--- config.mk ---
export PLATFORM = sky130hd
export DESIGN_NAME = beta_imem_arbiter
export DESIGN_NICKNAME = d
export VERILOG_FILES = /design/src/rtl/beta_imem_arbiter.sv
export SDC_FILE = /design/constraint.sdc
export NUM_CORES = 1
export LEC_CHECK = 0
export CORE_UTILIZATION = 42
export DETAILED_ROUTE_END_ITERATION = 8
export MAX_ROUTING_LAYER = met4
export PLACE_DENSITY_LB_ADDON = 0.25
export SLEW_MARGIN = 20
export SYNTH_ARGS = -nofsm -noshare
export SYNTH_HDL_FRONTEND = slang
export SYNTH_SLANG_ARGS = --single-unit
--- constraint.sdc ---
create_clock -name clk_i -period 5.2 [get_ports clk_i]
set_clock_uncertainty 0.1 [all_clocks]
set_input_delay 1.56 -clock clk_i [delete_from_list [all_inputs] [get_ports clk_i]]
set_output_delay 1.56 -clock clk_i [all_outputs]
set_load 0.005 [all_outputs]
--- src/rtl/beta_imem_arbiter.sv ---
// beta_imem_arbiter: two-requester round-robin arbiter for one instruction memory.
// Ports: m0_*/m1_* requester side (req/addr in, ready/valid/rdata out),
// imem_* memory side, busy_o/grant_o/timeout_o status. All outputs registered.
module beta_imem_arbiter #(
  parameter int DataWidth     = 32,
  parameter int AddrWidth     = 32,
  parameter int TimeoutCycles = 16
) (
  input  logic                 clk_i,
  input  logic                 rst_i,
  input  logic                 m0_req_i,
  input  logic [AddrWidth-1:0] m0_addr_i,
  output logic                 m0_ready_o,
  output logic                 m0_valid_o,
  output logic [DataWidth-1:0] m0_rdata_o,
  input  logic                 m1_req_i,
  input  logic [AddrWidth-1:0] m1_addr_i,
  output logic                 m1_ready_o,
  output logic                 m1_valid_o,
  output logic [DataWidth-1:0] m1_rdata_o,
  output logic                 imem_req_o,
  output logic [AddrWidth-1:0] imem_addr_o,
  input  logic                 imem_ready_i,
  input  logic                 imem_valid_i,
  input  logic [DataWidth-1:0] imem_rdata_i,
  output logic                 busy_o,
  output logic                 grant_o,
  output logic                 timeout_o
);

  typedef enum logic [1:0] {
    ARB_IDLE,
    ARB_WRDY,
    ARB_WVLD
  } state_e;

  // Counter hits this value on the last cycle before an abort.
  localparam logic [7:0] Lim = 8'(TimeoutCycles - 1);

  state_e               state_q, state_d;
  logic [7:0]           cnt_q, cnt_d;
  logic                 req_q, req_d;
  logic [AddrWidth-1:0] addr_q, addr_d;
  logic                 grant_q, grant_d;
  logic                 last_q, last_d;
  logic                 rdy0_q, rdy0_d, rdy1_q, rdy1_d;
  logic                 vld0_q, vld0_d, vld1_q, vld1_d;
  logic [DataWidth-1:0] rd0_q, rd0_d, rd1_q, rd1_d;
  logic                 to_q, to_d;
  logic                 busy_q, busy_d;
  logic                 win;

  always_comb begin
    state_d = state_q;
    cnt_d   = cnt_q + 8'd1;
    req_d   = req_q;
    addr_d  = addr_q;
    grant_d = grant_q;
    last_d  = last_q;
    rdy0_d  = 1'b0;
    rdy1_d  = 1'b0;
    vld0_d  = 1'b0;
    vld1_d  = 1'b0;
    rd0_d   = rd0_q;
    rd1_d   = rd1_q;
    to_d    = 1'b0;
    // On a tie the requester not served last time wins.
    win     = (m0_req_i && m1_req_i) ? ~last_q : m1_req_i;
    unique case (state_q)
      ARB_IDLE: begin
        cnt_d = 8'd0;
        if (m0_req_i || m1_req_i) begin
          grant_d = win;
          addr_d  = win ? m1_addr_i : m0_addr_i;
          req_d   = 1'b1;
          state_d = ARB_WRDY;
        end
      end
      ARB_WRDY: begin
        if (imem_ready_i) begin
          req_d   = 1'b0;
          rdy0_d  = ~grant_q;
          rdy1_d  = grant_q;
          cnt_d   = 8'd0;
          state_d = ARB_WVLD;
        end else if (cnt_q == Lim) begin
          req_d   = 1'b0;
          to_d    = 1'b1;
          last_d  = grant_q;
          cnt_d   = 8'd0;
          state_d = ARB_IDLE;
        end
      end
      ARB_WVLD: begin
        if (imem_valid_i) begin
          if (grant_q) begin
            vld1_d = 1'b1;
            rd1_d  = imem_rdata_i;
          end else begin
            vld0_d = 1'b1;
            rd0_d  = imem_rdata_i;
          end
          last_d  = grant_q;
          cnt_d   = 8'd0;
          state_d = ARB_IDLE;
        end else if (cnt_q == Lim) begin
          to_d    = 1'b1;
          last_d  = grant_q;
          cnt_d   = 8'd0;
          state_d = ARB_IDLE;
        end
      end
      default: begin
        cnt_d   = 8'd0;
        req_d   = 1'b0;
        state_d = ARB_IDLE;
      end
    endcase
    busy_d = (state_d != ARB_IDLE);
  end

  always_ff @(posedge clk_i or posedge rst_i) begin
    if (rst_i) begin
      state_q <= ARB_IDLE;
      cnt_q   <= 8'd0;
      req_q   <= 1'b0;
      addr_q  <= '0;
      grant_q <= 1'b0;
      last_q  <= 1'b1;
      rdy0_q  <= 1'b0;
      rdy1_q  <= 1'b0;
      vld0_q  <= 1'b0;
      vld1_q  <= 1'b0;
      rd0_q   <= '0;
      rd1_q   <= '0;
      to_q    <= 1'b0;
      busy_q  <= 1'b0;
    end else begin
      state_q <= state_d;
      cnt_q   <= cnt_d;
      req_q   <= req_d;
      addr_q  <= addr_d;
      grant_q <= grant_d;
      last_q  <= last_d;
      rdy0_q  <= rdy0_d;
      rdy1_q  <= rdy1_d;
      vld0_q  <= vld0_d;
      vld1_q  <= vld1_d;
      rd0_q   <= rd0_d;
      rd1_q   <= rd1_d;
      to_q    <= to_d;
      busy_q  <= busy_d;
    end
  end

  assign m0_ready_o  = rdy0_q;
  assign m1_ready_o  = rdy1_q;
  assign m0_valid_o  = vld0_q;
  assign m1_valid_o  = vld1_q;
  assign m0_rdata_o  = rd0_q;
  assign m1_rdata_o  = rd1_q;
  assign imem_req_o  = req_q;
  assign imem_addr_o = addr_q;
  assign busy_o      = busy_q;
  assign grant_o     = grant_q;
  assign timeout_o   = to_q;

endmodule

**Word level (Yosys, flattened, before mapping)**

Cells that the tools add are included.

- Add/subtract/negate cells: 1
- Multipliers: 0
- Divide/modulo/power cells: 0
- Magnitude comparators: 0
- Equal/unequal tests: 6
- Shifts and indexed selects: 0
- Mux-type cells: 33
- Bitwise logic cells: 3
- Reductions and logical operators: 10

Operators with widths:

| operator | number |
|---|---|
| $mux W32 | 1 |
| $mux W8 | 3 |
| $mux W1 | 20 |
| $pmux W8 S2 | 1 |
| $reduce_and A3 Y1 | 3 |
| $add A8 B1 Y8 const B | 1 |
| $eq A8 B4 Y1 const B | 1 |
| $mux W2 | 4 |
| $pmux W2 S3 | 1 |
| $ne A2 B2 Y1 const B | 2 |
| $pmux W1 S2 | 2 |
| $reduce_and A2 Y1 | 2 |
| $reduce_bool A2 Y1 | 2 |
| $ne A3 B3 Y1 const B | 1 |
| $not A1 Y1 | 3 |
| $pmux W1 S3 | 1 |
| $eq A2 B1 Y1 const B | 1 |
| $eq A2 B2 Y1 const B | 1 |
| $logic_not A2 Y1 | 1 |
| $logic_and A1 B1 Y1 | 1 |
| $logic_or A1 B1 Y1 | 1 |

- Register bits after elaboration: 115
- Latch bits: 0
- RAM bits: 0
- Bits in read-only memories: 0
- Bits of input ports: 102
- Output and inout port bits: 104
- Word-level logic and storage cells: 67
- Memories kept: 0

**Logic depth before layout (Yosys ltp)**

Gate-level depths: netlist of run 1.

- Word-level depth: 5
- Gate-level depth with buffers: 8
- Gate-level depth less buffers: 6

**Worst setup path before layout of run 1**

No wires, ideal clock.

- Path kind: input to register
- Start: input m1_req_i
- End: register addr_q[10] (netlist: imem_addr_o[10])
- Setup time: 0.083 ns
- Data arrival time: 2.322 ns
- Slack: 2.695 ns
- Stages on the path: 5
- Buffers on the path: 2
- Cell sequence: o21ai_0 -> buf_2 -> clkbuf_1 -> nand2_1 -> o21ai_0

- Word-level cells in the longest chain between the ends: 3
- Elaborated cells on any way between the ends: 5
- Those cells by class: mux (2); reduce/logical (3)

Ends and longest elaborated chain:

| item | line | source |
|---|---|---|
| start: declaration | 16 | `input logic m1_req_i,` |
| $logic_and A1 B1 Y1 | 68 | `win = (m0_req_i && m1_req_i) ? ~last_q : m1_req_i;` |
| $mux W1 | 68 |  |
| $mux W32 | 74 | `addr_d = win ? m1_addr_i : m0_addr_i;` |
| end signal: assignment | 142 | `addr_q <= addr_d;` |
| end: declaration | 43 | `logic [AddrWidth-1:0] addr_q, addr_d;` |

Parallel ways exist; a longest one is shown, timed or not.
A chain may end at the register's enable or synchronous reset.

**Worst setup path in the final report of run 1**

- Start: input imem_valid_i
- End: register rd0_q[30] (netlist: m0_rdata_o[30])

- Word-level cells in the longest chain between the ends: 1

Ends and longest elaborated chain:

| item | line | source |
|---|---|---|
| start: declaration | 24 | `input logic imem_valid_i,` |
| $reduce_and A3 Y1 (no source line) | - |  |
| end signal: assignment | 149 | `rd0_q <= rd0_d;` |
| end: declaration | 48 | `logic [DataWidth-1:0] rd0_q, rd0_d, rd1_q, rd1_d;` |

Every way passes these cells.

==> impl_metrics.tcl, run 1 <==
set metrics [dict create \
    status "complete, no violations" \
    fp-row-count 38 \
    syn_avg_cell_area_um2 11.2 \
    setup_violations 0 \
    hp-class "flop to flop" \
    r2r-start "state_q[0]" \
    io_pins 206 \
    worst_pin_slew_ns 0.989 \
    arrival_ns 3.82 \
    coreArea_um2 10900 \
    grt-ovfl-total 0 \
    cp.required_ns 5.38 \
    io_buffers 205 \
    drt-initial-drc-count 243 \
    drt-pass1-iter-count 4 \
    routed-via-count 3798 \
    fin_setup_tns_ns 0 \
    wl_per_cell_um 15.2 \
    gp_congestion 0.785 \
    antenna_found_initial 0 \
    grt_util_all_layers_pct 21.8 \
    ys_ff_latch 115 \
    cts_buffers 17 \
    leakagePower_nw 3.42 \
    ant_nets 0 \
    fp.dieArea_um2 11800 \
    num_antenna_cells 0 \
    clk_latency_ns 0.40 \
    rsz0062_at_grt "false" \
    synth_cell_types 35 \
    fin_nets 740 \
    routed_wl_mm 11.9 \
    cts_setup_buffers 0 \
    syn_area_um2 4760 \
    die_y_um 108 \
    synthArstFlopShare_pct 100 \
    fmax_mhz 274 \
    vdd_drop_max_mv 0.303 \
    slew_headroom_pct 33.6 \
    grt_pass1_wl_mm 19.1 \
    syn_nets 533 \
    cp_max_fo 33 \
    cts_tree "yes" \
    power_density_nw_per_um2 572 \
    worstHoldStart "cnt_q[0]" \
    clockBufferDepth 2 \
    yosys_warnings 0 \
    hold_viol 0 \
    cts.clk_slew.worst_paths_ns 0.06 \
    post-route-util_pct 68.9 \
    routed_via_density 4.83 \
    worst_setup_path_end_kind "flop" \
    synth_edf_count 0 \
    root_buffer "clkbuf_16" \
    cts_hold_buf 0 \
    clkSinkCount 115 \
    maxCapViolCount 0 \
    slew_violations 0 \
    dpl.hpwl_mm 8.49 \
    die_x_um 108 \
    post_cts_resized 0 \
    worstSetupStartpointType "input pin" \
    grt_pass1_vias 3887 \
    cts_max_level 4 \
    drc 0 \
    synthFlopType "dfrtp_1" \
    grt_max_degree 90 \
    min_period_over_period_pct 70.1 \
    period_needed_ns 3.64 \
    seq_area_frac_synth_pct 60.5 \
    initial_core_util_pct 43.5 \
    syn_to_final_growth_pct 58.4 \
    drive_gt1_share_pct 12.2 \
    crit_type "input pin to flop" \
    synth_cells 426 \
    startpoint "imem_valid_i" \
]
## critical path, cell delays in order
cell and delay [ns]:
clkdlybuf4s50_1 0.48, nand3b_1 0.12, buf_4 0.34, clkinv_1 0.88, nand2_1 0.36, nand2_1 0.08
## kinds of logic (layout without fill, tap and decap cells)
logic type      Yosys count  after routing  share of synthesized area, %
simple gates            162            162                          14.0
mux                      65             65                          14.5
buf+inv                  28            248                          3.21
flops                   115            115                          60.5
xor+xnor                  6              6                          1.10
compound gates           45             45                          5.36
fa+ha+maj                 5              5                          1.31
## registers in the layout (all words and copies together) (netlist names)
| name | cells |
|---|---|
| imem_addr_o | 32 |
| m0_rdata_o | 32 |
| m1_rdata_o | 32 |
| cnt_q | 8 |
| state_q | 2 |
| busy_o | 1 |
| grant_o | 1 |
| imem_req_o | 1 |
| last_q | 1 |
| m0_ready_o | 1 |
| m0_valid_o | 1 |
| m1_ready_o | 1 |
| m1_valid_o | 1 |
| timeout_o | 1 |
## layout by cell type (no fill, tap or decap), drive strengths merged, types with 3 or more instances in the layout
master         instances
clkdlybuf4s50        205
bufinv                 3
buf                    5
nor2                  16
ha                     5
nand3                  4
clkinv                 5
dfrtp                114
nand2                132
mux2i                 32
clkbuf                17
inv                   12
xnor2                  4
o21ai                 36
mux2                  33
## per-layer routing
metal	track usage [%]	wire length, um	vias up
met3	5.85	834	9
met1	26.8	5110	1807
met4	6.18	90	0
li1	-	-	1826
met5	-	0	-
met2	35.4	5910	156
## area by class of cell
cell class / count / area, um^2
clock inverters: 15 / 193
multi-input cells: 283 / 1750
inverters: 6 / 27.5
repair buffers: 210 / 2090
fillers: 864 / 3400
clock buffers: 17 / 425
well taps: 140 / 175
flip-flops and latches: 115 / 2880
## stage by stage
stage	setup slack (ns)	area, um^2	hold WS (ns)	total power [mW]	instances
2_1_floorplan	0.498	4760	0.333	2.11	426
3_3_place_gp	1.35	6920	0.346	3.07	754
3_5_place_dp	1.27	6920	0.354	3.13	754
4_1_cts	1.71	7540	0.361	4.36	786
5_1_grt	1.39	7540	0.387	4.59	786
6_report	1.56	7540	0.356	4.31	786
## power breakdown
part / leakage (nW) / switching (mW) / internal (mW)
registers: 1.44 / 0.228 / 1.30
logic: 1.68 / 0.591 / 0.987
clock network: 0.302 / 0.441 / 0.767
total: 3.42 / 1.26 / 3.05
## synth_stat cells, types with 2 or more instances
| cell type | instances | area, um^2 |
|---|---|---|
| dfrtp_1 | 114 | 2850 |
| buf_6 | 4 | 45.0 |
| xor2_1 | 2 | 17.5 |
| nor2_1 | 16 | 60.1 |
| buf_2 | 11 | 55.1 |
| o21ai_1 | 6 | 30.0 |
| mux2_2 | 33 | 372 |
| mux2i_1 | 32 | 320 |
| xnor2_1 | 4 | 35.0 |
| nand3_1 | 3 | 15.0 |
| clkbuf_1 | 6 | 22.5 |
| inv_1 | 6 | 22.5 |
| nor3_1 | 2 | 10.0 |
| nand2_1 | 132 | 495 |
| nor2b_1 | 2 | 12.5 |
| o21ai_0 | 30 | 150 |
| ha_1 | 5 | 62.6 |
## final timing paths
path	depth (start not counted)	endpoint	slack, ns
max	6	m0_rdata_o[30]	1.56
min	1	cnt_q[0]	0.36
max reg2reg	7	m0_rdata_o[30]	2.41
min reg2reg	1	cnt_q[0]	0.36
max in group asynchronous	3	m1_rdata_o[1]	2.67
min in group asynchronous	2	m1_rdata_o[15]	1.61
Note: power is estimated with default switching activity, not from simulation.
==> run 2, diff against run 1 <==
--- a/config.mk
+++ b/config.mk
@@ -5,7 +5,7 @@
 export SDC_FILE = /design/constraint.sdc
 export NUM_CORES = 1
 export LEC_CHECK = 0
-export CORE_UTILIZATION = 42
+export CORE_UTILIZATION = 38
 export DETAILED_ROUTE_END_ITERATION = 8
 export MAX_ROUTING_LAYER = met4
 export PLACE_DENSITY_LB_ADDON = 0.25
==> constraint.sdc (replaced) <==
create_clock -name clk_i -period 3.06 [get_ports clk_i]
set_clock_uncertainty 0.1 [all_clocks]
set_input_delay 0.918 -clock clk_i [delete_from_list [all_inputs] [get_ports clk_i]]
set_output_delay 0.918 -clock clk_i [all_outputs]
set_load 0.005 [all_outputs]
==> impl_metrics.tcl, run 2 (synthesis gave the netlist of run 1 again) <==
set metrics [dict create \
    vdd_drop_max_mv 0.358 \
    clkPwrFrac_pct 26.8 \
    routed_via_density 4.61 \
    power_density_nw_per_um2 949 \
    cts.clk_slew.worst_paths_ns 0.05 \
    min_period_over_period_pct 80.0 \
    num_antenna_cells 0 \
    swShare_pct 28.0 \
    io_pins 206 \
    r2r_setup_slack_ns 1.11 \
    slowest_delay_ns 0.58 \
    die_y_um 114 \
    antenna_found_initial 0 \
    coreArea_um2 12100 \
    grt_max_degree 116 \
    fmax_mhz 408 \
    combPwrFrac_pct 37.5 \
    worstSetupStartpointType "flop" \
    gp_congestion 0.754 \
    slowest_stage "clkdlybuf4s50_1" \
    hold_viol 0 \
    drive_gt1_share_pct 11.9 \
    mostFrequentLayoutCells "clkdlybuf4s50_1 (205), nand2_1 (132), dfrtp_1 (114), mux2_2 (33), mux2i_1 (32)" \
    post_cts_resized 0 \
    syn_to_final_growth_pct 60.1 \
    cts_buffers 17 \
    dpl.hpwl_mm 8.25 \
    status "complete, no violations" \
    root_buffer "clkbuf_16" \
    p_seq_share_pct 35.7 \
    slew_headroom_pct 57.2 \
    worst_pin_slew_ns 0.642 \
    rsz0062_at_grt "false" \
    grt-ovfl-total 0 \
    critPathBufInv 1 \
    fin_nets 742 \
    grt_pass1_vias 3737 \
    hp-class "flop to flop" \
    leakagePower_nw 3.44 \
    slew_violations 0 \
    ant_nets 0 \
    clkSinkCount 115 \
    drt-pass1-iter-count 4 \
    grt_pass1_wl_mm 18.2 \
    post-route-util_pct 62.9 \
    fp.dieArea_um2 13000 \
    layout_commonest_cell "clkdlybuf4s50_1" \
    wl_per_cell_um 14.2 \
    worst_setup_path_end_kind "output port" \
    clk_latency_ns 0.40 \
    fp-row-count 40 \
    period_needed_ns 2.45 \
    cp_top_family "buffers and inverters" \
    io_buffers 205 \
    setup_violations 0 \
    crit_type "flop to output port" \
    drt-initial-drc-count 207 \
    clockBufferDepth 2 \
    initial_core_util_pct 39.3 \
    cp.required_ns 2.04 \
    report.power.total_mw 7.23 \
    cp_max_fo 7 \
    cts_tree "yes" \
    fin_setup_tns_ns 0 \
    cts_max_level 4 \
    routed_wl_mm 11.5 \
    p_int_mw 5.21 \
    cp_cell_sequence "clkdlybuf4s50_1" \
    routed-via-count 3761 \
    cts_hold_buf 0 \
    maxCapViolCount 0 \
    die_x_um 114 \
    power.switching_mw 2.02 \
    drc 0 \
    cts_setup_buffers 0 \
    arrival_ns 1.43 \
    grt_util_all_layers_pct 18.9 \
]
-- run 2: cell count changes in the layout (fill, tap and decap cells not counted), sizes merged --
cell,before,now
clkbuf,17,21
buf,5,7
inv,12,5
clkinvlp,1,3
-- run 2: metrics by stage --
step	setup WS (ns)	cell area, um^2	instances	hold WS (ns)
floorplan	0.643	4760	426	0.333
global placement	0.518	7030	784	0.346
detailed placement	0.449	7030	784	0.362
CTS	0.559	7620	815	0.375
global route	0.547	7620	815	0.391
finish	0.611	7620	815	0.368
-- run 2: final cells by class --
type,instances,area [um^2]
clock buffer,21,450
inverter,6,26.3
sequential,115,2880
fill,1006,4500
timing repair buffer,212,2170
tap,168,210
multi-input combinational,283,1750
clock inverter,10,134
-- run 2: per-layer routing --
| layer | up-vias | share of wire [%] | track usage [%] |
|---|---|---|---|
| met5 | - | 0 | - |
| met4 | 0 | 0.82 | 6.58 |
| met3 | 10 | 6.7 | 5.63 |
| met2 | 145 | 48 | 30.3 |
| met1 | 1781 | 44 | 22.7 |
| li1 | 1825 | - | - |
-- run 2: power by group through the flow --
stage | sequential (mW) | combinational, mW | clock [mW]
4_1_cts | 2.59 | 2.76 | 1.98
3_5_place_dp | 2.60 | 2.75 | 0
6_report | 2.58 | 2.71 | 1.94
3_3_place_gp | 2.58 | 2.68 | 0
2_1_floorplan | 2.62 | 0.957 | 0
5_1_grt | 2.66 | 2.95 | 2.06
-- run 2: final timing paths --
path / from / endpoint / depth (start not counted)
worst max-delay path: grant_o / grant_o / 1
worst min-delay path: cnt_q[0] / cnt_q[0] / 1
worst max register to register: state_q[0] / m1_rdata_o[18] / 5
worst min register to register: cnt_q[0] / cnt_q[0] / 1
max in group asynchronous: rst_i / grant_o / 3
min in group asynchronous: rst_i / m0_rdata_o[22] / 3
